## config.mk

```make
export PLATFORM = sky130hd
export DESIGN_NAME = mips_ctrl_flat
export DESIGN_NICKNAME = d
export VERILOG_FILES = /design/src/rtl/mips_pkg.sv /design/src/rtl/mips_ctrl_if.sv /design/src/rtl/mips_alu_dec.sv /design/src/rtl/mips_ctrl.sv /design/src/flat_wrapper.sv
export SDC_FILE = /design/constraint.sdc
export NUM_CORES = 1
export LEC_CHECK = 0
export CORE_UTILIZATION = 45
export CTS_BUF_LIST = sky130_fd_sc_hd__clkbuf_2 sky130_fd_sc_hd__clkbuf_4 sky130_fd_sc_hd__clkbuf_8
export DETAILED_ROUTE_END_ITERATION = 12
export PLACE_DENSITY = 0.9
export SLEW_MARGIN = 20
export SYNTH_ARGS = -nofsm -noshare
export SYNTH_HDL_FRONTEND = slang
export SYNTH_SLANG_ARGS = --single-unit
```

## constraint.sdc

```tcl
create_clock -name clk -period 3.2 [get_ports clk]
set_input_delay 0.96 -clock clk [delete_from_list [all_inputs] [get_ports clk]]
set_output_delay 0.96 -clock clk [all_outputs]
set_load 0.01 [all_outputs]
```

## src/rtl/mips_pkg.sv

```systemverilog
// Shared definitions for the multicycle MIPS controller and its datapath:
// state encoding, opcode/funct constants, ALU operation codes, mux selects.
package mips_pkg;

  // Controller states; encoding 7 is unused and recovers to IDLE.
  typedef enum logic [2:0] {
    S_IDLE   = 3'd0,
    S_FETCH  = 3'd1,
    S_DECODE = 3'd2,
    S_EXEC   = 3'd3,
    S_MEM    = 3'd4,
    S_WB     = 3'd5,
    S_HALT   = 3'd6
  } state_t;

  // ALU operations understood by the datapath.
  typedef enum logic [2:0] {
    ALU_ADD = 3'd0,
    ALU_SUB = 3'd1,
    ALU_AND = 3'd2,
    ALU_OR  = 3'd3,
    ALU_SLT = 3'd4
  } alu_op_t;

  // Primary opcodes (IR[31:26]).
  localparam logic [5:0] OP_RTYPE = 6'h00;
  localparam logic [5:0] OP_J     = 6'h02;
  localparam logic [5:0] OP_BEQ   = 6'h04;
  localparam logic [5:0] OP_ADDI  = 6'h08;
  localparam logic [5:0] OP_LW    = 6'h23;
  localparam logic [5:0] OP_SW    = 6'h2B;
  localparam logic [5:0] OP_HALT  = 6'h3F;

  // R-type function codes (IR[5:0]).
  localparam logic [5:0] F_ADD = 6'h20;
  localparam logic [5:0] F_SUB = 6'h22;
  localparam logic [5:0] F_AND = 6'h24;
  localparam logic [5:0] F_OR  = 6'h25;
  localparam logic [5:0] F_SLT = 6'h2A;

  // ALU operand B select.
  localparam logic [1:0] SRCB_REG  = 2'd0;
  localparam logic [1:0] SRCB_FOUR = 2'd1;
  localparam logic [1:0] SRCB_IMM  = 2'd2;

  // Next-PC select.
  localparam logic [1:0] PC_ALU    = 2'd0;
  localparam logic [1:0] PC_BRANCH = 2'd1;
  localparam logic [1:0] PC_JUMP   = 2'd2;

  // True for the two opcodes that take the MEM state.
  function automatic logic is_mem_op(input logic [5:0] op);
    return (op == OP_LW) || (op == OP_SW);
  endfunction

endpackage

```

## src/rtl/mips_ctrl_if.sv

```systemverilog
// Controller <-> datapath bus: instruction fields and flags flow in,
// strobes and mux selects flow out.
interface mips_ctrl_if;
  import mips_pkg::*;

  logic [5:0] opcode;
  logic [5:0] funct;
  logic       zero;
  logic       mem_ready;

  logic       pc_write;
  logic       ir_write;
  logic       reg_write;
  logic       mem_read;
  logic       mem_write;
  logic       iord;
  logic       reg_dst;
  logic       mem_to_reg;
  logic       alu_src_a;
  logic [1:0] alu_src_b;
  logic [1:0] pc_src;
  alu_op_t    alu_op;

  // Controller side.
  modport master (
    input  opcode, funct, zero, mem_ready,
    output pc_write, ir_write, reg_write, mem_read, mem_write,
           iord, reg_dst, mem_to_reg, alu_src_a, alu_src_b, pc_src, alu_op
  );

  // Datapath side.
  modport slave (
    output opcode, funct, zero, mem_ready,
    input  pc_write, ir_write, reg_write, mem_read, mem_write,
           iord, reg_dst, mem_to_reg, alu_src_a, alu_src_b, pc_src, alu_op
  );

endinterface

```

## src/rtl/mips_alu_dec.sv

```systemverilog
// Combinational instruction decoder: picks the ALU operation for the
// EXEC step and flags whether opcode/funct form a supported instruction.
module mips_alu_dec
  import mips_pkg::*;
(
  input  logic [5:0] opcode,
  input  logic [5:0] funct,
  output alu_op_t    alu_op,
  output logic       legal
);

  // Decode opcode (and funct for R-type) into ALU op and legality.
  // NOTE: both outputs are defaulted before the case so no path infers a latch.
  always_comb begin
    alu_op = ALU_ADD;
    legal  = 1'b0;
    case (opcode)
      OP_RTYPE: begin
        case (funct)
          F_ADD:   begin alu_op = ALU_ADD; legal = 1'b1; end
          F_SUB:   begin alu_op = ALU_SUB; legal = 1'b1; end
          F_AND:   begin alu_op = ALU_AND; legal = 1'b1; end
          F_OR:    begin alu_op = ALU_OR;  legal = 1'b1; end
          F_SLT:   begin alu_op = ALU_SLT; legal = 1'b1; end
          default: legal = 1'b0;
        endcase
      end
      OP_BEQ:  begin alu_op = ALU_SUB; legal = 1'b1; end
      OP_ADDI,
      OP_LW,
      OP_SW,
      OP_J,
      OP_HALT: legal = 1'b1;
      default: legal = 1'b0;
    endcase
  end

endmodule

```

## src/rtl/mips_ctrl.sv

```systemverilog
// Multicycle MIPS control unit. A single state register walks each
// instruction through FETCH/DECODE/EXEC/MEM/WB; datapath strobes are
// decoded combinationally from the state and the live datapath inputs so
// that memory-ready handshakes take effect in the same cycle.
module mips_ctrl
  import mips_pkg::*;
#(
  parameter int CNT_W = 16
) (
  input  logic             clk,
  input  logic             reset,
  input  logic             start,
  mips_ctrl_if.master      bus,
  output logic [2:0]       state,
  output logic             halted,
  output logic             err,
  output logic [CNT_W-1:0] instr_count
);

  state_t  state_q;
  state_t  state_d;
  logic    retire;
  logic    set_err;
  alu_op_t dec_alu_op;
  logic    dec_legal;
  logic    is_rtype;

  mips_alu_dec u_alu_dec (
    .opcode (bus.opcode),
    .funct  (bus.funct),
    .alu_op (dec_alu_op),
    .legal  (dec_legal)
  );

  assign is_rtype = (bus.opcode == OP_RTYPE);
  assign state    = state_q;
  assign halted   = (state_q == S_HALT);

  // Next-state, retirement and datapath strobe decode.
  always_comb begin
    state_d        = state_q;
    retire         = 1'b0;
    set_err        = 1'b0;
    bus.pc_write   = 1'b0;
    bus.ir_write   = 1'b0;
    bus.reg_write  = 1'b0;
    bus.mem_read   = 1'b0;
    bus.mem_write  = 1'b0;
    bus.iord       = 1'b0;
    bus.reg_dst    = 1'b0;
    bus.mem_to_reg = 1'b0;
    bus.alu_src_a  = 1'b0;
    bus.alu_src_b  = SRCB_REG;
    bus.pc_src     = PC_ALU;
    bus.alu_op     = ALU_ADD;

    case (state_q)
      S_IDLE: begin
        if (start) state_d = S_FETCH;
      end

      S_FETCH: begin
        // Read at PC; on completion latch IR and advance PC by 4.
        bus.mem_read = 1'b1;
        bus.iord     = 1'b0;
        if (bus.mem_ready) begin
          bus.ir_write  = 1'b1;
          bus.pc_write  = 1'b1;
          bus.alu_src_a = 1'b0;
          bus.alu_src_b = SRCB_FOUR;
          bus.pc_src    = PC_ALU;
          state_d       = S_DECODE;
        end
      end

      S_DECODE: begin
        if (bus.opcode == OP_HALT) begin
          state_d = S_HALT;
        end else if (!dec_legal) begin
          state_d = S_HALT;
          set_err = 1'b1;
        end else if (bus.opcode == OP_J) begin
          bus.pc_write = 1'b1;
          bus.pc_src   = PC_JUMP;
          retire       = 1'b1;
        end else begin
          state_d = S_EXEC;
        end
      end

      S_EXEC: begin
        bus.alu_src_a = 1'b1;
        bus.alu_op    = dec_alu_op;
        if (is_rtype) begin
          bus.alu_src_b = SRCB_REG;
          state_d       = S_WB;
        end else if (bus.opcode == OP_ADDI) begin
          bus.alu_src_b = SRCB_IMM;
          state_d       = S_WB;
        end else if (is_mem_op(bus.opcode)) begin
          bus.alu_src_b = SRCB_IMM;
          state_d       = S_MEM;
        end else if (bus.opcode == OP_BEQ) begin
          bus.alu_src_b = SRCB_REG;
          bus.pc_src    = PC_BRANCH;
          bus.pc_write  = bus.zero;
          retire        = 1'b1;
        end else begin
          // Only reachable if IR changed under the controller.
          state_d = S_IDLE;
        end
      end

      S_MEM: begin
        // Access held at the computed address until memory completes.
        bus.iord = 1'b1;
        if (bus.opcode == OP_LW) begin
          bus.mem_read = 1'b1;
          if (bus.mem_ready) state_d = S_WB;
        end else if (bus.opcode == OP_SW) begin
          bus.mem_write = 1'b1;
          if (bus.mem_ready) retire = 1'b1;
        end else begin
          state_d = S_IDLE;
        end
      end

      S_WB: begin
        bus.reg_write  = 1'b1;
        bus.reg_dst    = is_rtype;
        bus.mem_to_reg = (bus.opcode == OP_LW);
        retire         = 1'b1;
      end

      S_HALT: begin
        state_d = S_HALT;
      end

      default: begin
        state_d = S_IDLE;
      end
    endcase

    // The run switch is only sampled at instruction boundaries.
    if (retire) state_d = start ? S_FETCH : S_IDLE;
  end

  // State register, retired-instruction counter and sticky error flag.
  // NOTE: non-blocking assignments so every register updates from pre-edge values.
  always_ff @(posedge clk or posedge reset) begin
    if (reset) begin
      state_q     <= S_IDLE;
      instr_count <= '0;
      err         <= 1'b0;
    end else begin
      state_q <= state_d;
      if (retire)  instr_count <= instr_count + CNT_W'(1);
      if (set_err) err         <= 1'b1;
    end
  end

endmodule

```

## src/flat_wrapper.sv

```systemverilog
// flat-port wrapper written by rule: the top's interface ports become plain ports
module mips_ctrl_flat import mips_pkg::*;
#(
  parameter int CNT_W = 16
)
  (clk, reset, start, state, halted, err, instr_count, bus_opcode, bus_funct, bus_zero, bus_mem_ready, bus_pc_write, bus_ir_write, bus_reg_write, bus_mem_read, bus_mem_write, bus_iord, bus_reg_dst, bus_mem_to_reg, bus_alu_src_a, bus_alu_src_b, bus_pc_src, bus_alu_op);
  mips_ctrl_if bus_i ();
  input  logic clk;
  input  logic reset;
  input  logic start;
  output logic [2:0] state;
  output logic halted;
  output logic err;
  output logic [CNT_W-1:0] instr_count;
  input wire logic [$bits(bus_i.opcode)-1:0] bus_opcode;
  input wire logic [$bits(bus_i.funct)-1:0] bus_funct;
  input wire logic [$bits(bus_i.zero)-1:0] bus_zero;
  input wire logic [$bits(bus_i.mem_ready)-1:0] bus_mem_ready;
  output wire logic [$bits(bus_i.pc_write)-1:0] bus_pc_write;
  output wire logic [$bits(bus_i.ir_write)-1:0] bus_ir_write;
  output wire logic [$bits(bus_i.reg_write)-1:0] bus_reg_write;
  output wire logic [$bits(bus_i.mem_read)-1:0] bus_mem_read;
  output wire logic [$bits(bus_i.mem_write)-1:0] bus_mem_write;
  output wire logic [$bits(bus_i.iord)-1:0] bus_iord;
  output wire logic [$bits(bus_i.reg_dst)-1:0] bus_reg_dst;
  output wire logic [$bits(bus_i.mem_to_reg)-1:0] bus_mem_to_reg;
  output wire logic [$bits(bus_i.alu_src_a)-1:0] bus_alu_src_a;
  output wire logic [$bits(bus_i.alu_src_b)-1:0] bus_alu_src_b;
  output wire logic [$bits(bus_i.pc_src)-1:0] bus_pc_src;
  output wire logic [$bits(bus_i.alu_op)-1:0] bus_alu_op;
  assign bus_i.opcode = bus_opcode;
  assign bus_i.funct = bus_funct;
  assign bus_i.zero = bus_zero;
  assign bus_i.mem_ready = bus_mem_ready;
  assign bus_pc_write = bus_i.pc_write;
  assign bus_ir_write = bus_i.ir_write;
  assign bus_reg_write = bus_i.reg_write;
  assign bus_mem_read = bus_i.mem_read;
  assign bus_mem_write = bus_i.mem_write;
  assign bus_iord = bus_i.iord;
  assign bus_reg_dst = bus_i.reg_dst;
  assign bus_mem_to_reg = bus_i.mem_to_reg;
  assign bus_alu_src_a = bus_i.alu_src_a;
  assign bus_alu_src_b = bus_i.alu_src_b;
  assign bus_pc_src = bus_i.pc_src;
  assign bus_alu_op = bus_i.alu_op;
  mips_ctrl #(.CNT_W(CNT_W)) u_core (.clk(clk), .reset(reset), .start(start), .bus(bus_i), .state(state), .halted(halted), .err(err), .instr_count(instr_count));
endmodule
```

; Word-level counts from Yosys, hierarchy flattened
; Index checks and enable logic that the tools add are counted.
[op_classes]
n_addsub = 1
n_eq_ne = 24
muxes = 63
reduce_logical = 6
[op_table]
columns = op, n
row1 = $eq 6x6->1 const B, 8
row2 = $mux 3, 14
row3 = $mux 1, 31
row4 = $pmux 3 s7, 1
row5 = $mux 2, 9
row6 = $add 16x1->16 const B, 1
row7 = $pmux 3 s4, 1
row8 = $eq 3x3->1 const B, 3
row9 = $pmux 2 s2, 2
row10 = $reduce_and 7->1, 1
row11 = $eq 3x2->1 const B, 2
row12 = $eq 6x2->1 const B, 1
row13 = $eq 6x3->1 const B, 1
row14 = $eq 6x4->1 const B, 1
row15 = $logic_not 6->1, 1
row16 = $ne 3x2->1 const B, 2
row17 = $ne 6x2->1 const B, 1
row18 = $pmux 3 s2, 1
row19 = $reduce_or 6->1, 1
row20 = $ne 5x4->1 const B, 1
row21 = $reduce_or 5->1, 1
row22 = $ne 4x2->1 const B, 1
row23 = $ne 4x3->1 const B, 1
row24 = $pmux 1 s2, 2
row25 = other kinds (6), 6
[word_totals]
register_bits = 20
inputBits = 17
output_inout_bits = 37
wordCells = 97

; Logic depth before layout (Yosys ltp)
[logic_depth]
depth_word = 9
mapped_depth = 7

; Cells and area by module
; Synthesis repeated with hierarchy kept, for this count alone.
[unflattened]
hier_cells = 165
hier_area_um2 = 1476.4
[by_module_without_submodules]
columns = module, n_inst, cells_per_inst, area_per_inst_um2
row1 = mips_ctrl, 1, 140, 1290.0
row2 = mips_alu_dec, 1, 25, 186.4

; Least setup slack after synthesis
; OpenSTA, ideal clock, no wires.
[synth_timing]
path_kind = input to output
start = in bus_opcode[4]
end = out bus_alu_op[2]
arrival_ps = 2261
required_time_ps = 2240
path_slack_ps = -21
path_stages = 6
path_buffers = 2
cell_sequence = buf_6 > or4_1 > buf_2 > nor2_1 > nand3_1 > nor4_1
[synth_via]
elab_chain_len = 3
word_cells_on_any_way = 4
classes_between = 1 x eq/ne / 2 x mux / 1 x reduce/logical
[synth_lines]
columns = item, line
row1 = start: declaration, flat_wrapper.sv:15  ; input wire logic [$bits(bus_i.opcode)-1:0] bus_opcode;
row2 = $eq 6x3->1 or $logic_not 6->1 (tied branches), mips_alu_dec.sv:17  ; case (opcode)
row3 = $pmux 3 s2 (*), mips_alu_dec.sv:17
row4 = $mux 3 (*), mips_ctrl.sv:57  ; case (state_q)
row5 = end: declaration, flat_wrapper.sv:30  ; output wire logic [$bits(bus_i.alu_op)-1:0] bus_alu_op;
; Every way passes the cells marked *; elsewhere a longest branch is shown, timed or not.

; Worst setup path after layout
[layout_timing]
start = in bus_opcode[5]
end = out bus_reg_dst
[layout_via]
elab_chain_len = 2
[layout_lines]
columns = item, line
row1 = $logic_not 6->1, mips_ctrl.sv:35  ; assign is_rtype = (bus.opcode == OP_RTYPE);
row2 = $mux 1, mips_ctrl.sv:57
row3 = end: declaration, flat_wrapper.sv:25  ; output wire logic [$bits(bus_i.reg_dst)-1:0] bus_reg_dst;
; No other way between the ends.

==> flow_metrics.tcl <==
set metrics [dict create \
    status "complete, but fails checks" \
    violations "DRC" \
    fmax_mhz 319.6 \
    core_um2 2829 \
    cp_data_arrival_time_ns 2.17 \
    post-route-drc-count 1 \
    netlist_area_um2 1386 \
    mostFrequentLayoutCell "clkdlybuf4s50_1" \
    finalSetupTns_ns 0 \
    postRouteAntennaNets 0 \
    start_kind "input port" \
    yosysSeqAreaShare 0.3610 \
    setup_viol 0 \
    path_clk_slew_ns 0.10 \
    whs_ns 0.4935 \
    ys_seq_elements 20 \
    critPathMaxFanout 5 \
    holdPathEnd "u_core.instr_count[15]$_DFFE_PP0P_" \
    syn_nets 172 \
    power_density_nw_per_um2 435.5 \
    wirelength_mm 3.948 \
    p_switching_uw 360.5 \
    r2r_cells 7 \
    track_usage 0.2417 \
    cts_tree "built" \
    worstHoldPathCells 1 \
    tightest_slew_ns 0.7216 \
    path_class "in -> out" \
    fin_area_um2 2206 \
    drtPass1Iterations 11 \
    ys_types 44 \
    power_frac_seq 0.386 \
    numCtsBuffers 3 \
    placed_cell_area_um2 2120 \
    synth_top_area_cell "dfrtp_1" \
    cap_violations 0 \
    grt_overflow 0 \
    timing.rr.start "u_core.state[0]$_DFFE_PP0P_" \
    min_period_ns 3.128 \
    clk_path_buf_depth 2 \
    most-common-layout-cells "clkdlybuf4s50_1, buf_4, dfrtp_1" \
    layout-drive-gt1-share 0.2521 \
    rr_endpoint "u_core.instr_count[13]$_DFFE_PP0P_" \
    internal-power_uw 600.1 \
    regArea_um2 500.5 \
    initial_core_util 0.4900 \
    ys.flop_type "dfrtp_1" \
    hold_path.class "reg -> reg" \
    hpwl_mm 3.028 \
    grt_start_max_net_pins 21 \
    yosysTopAreaCellShare 0.3610 \
    p_comb_frac 0.465 \
    portBuffers 53 \
    leakagePower_uw 0.001044 \
    hold_buffers 0 \
    finalPower_uw 960.6 \
    diodes 0 \
    clock_sinks 20 \
    ios 54 \
    hold_viol 0 \
    drv_slew 0 \
    yosys-top-cells-area "dfrtp_1, xnor2_1, a31oi_4" \
    die_area_um2 3307 \
    netSwitchingFraction 0.3753 \
    fill_cells 199 \
    met2_usage 0.4568 \
    synth_edf_count 0 \
    rrSetupSlack_ns 1.14 \
    multi_input_area_um2 869.6 \
    drt_iter0_drc 65 \
    fp.dieW_um 57.51 \
    fin_util 0.7797 \
    nets 253 \
    ir_drop_uv 335.5 \
    grt_pass1_wl_mm 6.210 \
    fin_worst_skew_ns 0.007612 \
    syn_to_final_growth_pct 59.12 \
    min_from "u_core.instr_count[15]$_DFFE_PP0P_" \
    grt_antenna_before_repair 0 \
    cts_root_buf "clkbuf_4" \
    use_met3 0.03175 \
    end_kind "output port" \
    place_congestion 0.9057 \
    async_flop_share 1.000 \
    relSlewSlack 0.5184 \
    p_clk_frac 0.149 \
    cts-htree-levels 1 \
    viasPerCell 5.747 \
    syn_area_per_cell_um2 9.002 \
    fp.dieH_um 57.51 \
    netlist_instances 154 \
    fp-row-count 19 \
    insertion_delay_ns 0.30 \
    fin_crit_sh 0.9776 \
    yosysWarnings 0 \
    grt_pass1_vias 1432 \
    grt_util_met1 0.2802 \
    wl_per_cell_um 14.90 \
    cp.required_ns 2.24 \
    vias 1523 \
    busiest_layer "met2" \
]
[synth_stat cells, types with 2 or more instances]
cell / instances
nor3b_1: 3
buf_2: 4
clkbuf_1: 2
and4_1: 4
or4_1: 2
nor4b_1: 2
nor2_1: 16
nor4_1: 4
a31oi_4: 3
nand2_1: 8
a31oi_1: 3
xor2_1: 2
o21ai_0: 4
nor3_1: 5
nand4_1: 5
and3_1: 2
nand3_1: 11
nand2b_1: 4
o31ai_1: 2
dfrtp_1: 20
a21oi_1: 3
inv_1: 9
xnor2_1: 13
nor2b_1: 3
[how the worst max path moves through the flow]
stage               slack (ns)  depth (start not counted)       endpoint     startpoint
floorplan                -0.02                          6  bus_alu_op[2]  bus_opcode[4]
global placement         -0.72                          6  bus_alu_op[1]  bus_opcode[1]
detailed placement       -0.75                          6  bus_alu_op[2]  bus_opcode[1]
CTS                      0.006                          4   bus_ir_write  bus_mem_ready
global route             -0.01                          5  bus_alu_op[0]   bus_funct[5]
finish                    0.07                          5    bus_reg_dst  bus_opcode[5]
[cell type report]
cell class,instances,area share
clock buffer,4,0.01645
inverter,9,0.01531
multi-input combinational,118,0.3942
sequential,20,0.2269
tap,31,0.01758
timing repair buffer,83,0.3296
[cells by family (layout without fill, tap and decap cells)]
logic type,Yosys count,count (layout),share of synthesized area
AND/OR/NAND/NOR,75,75,0.3105
AO/OA/AOI/OAI,26,26,0.1643
XOR/XNOR,15,15,0.09477
multiplexers,1,1,0.008122
flip-flops,20,20,0.3610
adder cells (fa/ha/maj),1,1,0.009024
buffers and inverters,16,96,0.05235
[power by group through the flow]
stage | clock network [µW] | registers [µW] | logic (µW)
after floorplan | 0 | 349 | 248
after global placement | 0 | 374 | 434
after detailed placement | 0 | 375 | 448
after CTS | 144 | 370 | 446
after global routing | 156 | 378 | 479
final | 143 | 370 | 447
[critical path, stage by stage]
cell	delay, ns
buf_2	0.11
or4_4	0.55
buf_4	0.17
nor2_1	0.10
dlygate4sd2_1	0.28
[metrics by stage]
| step | worst slack [ns] | std cells |
|---|---|---|
| finish | 0.07153 | 265 |
| global route | -0.01437 | 265 |
| CTS | 0.006400 | 264 |
| detailed placement | -0.7533 | 258 |
| global placement | -0.7237 | 258 |
| floorplan | -0.02054 | 154 |
[timing repair]
action | 4_1_cts | 5_1_grt
resized for setup | 50 | 9
buffers inserted | 2 | 1
endpoints found under the setup margin | 11 | 3
pin swaps | 7 | 3
[flip-flops by register name, summed over array words and instances (netlist names)]
register and count:
u_core.state 3, u_core.instr_count 16, u_core.err 1
[metal layers]
metal | share of wire | vias to the layer above
met5 | 0 | -
met4 | 0.012 | 0
met3 | 0.047 | 6
met2 | 0.54 | 59
met1 | 0.40 | 731
li1 | - | 727
Note: power is estimated with default switching activity, not from simulation.
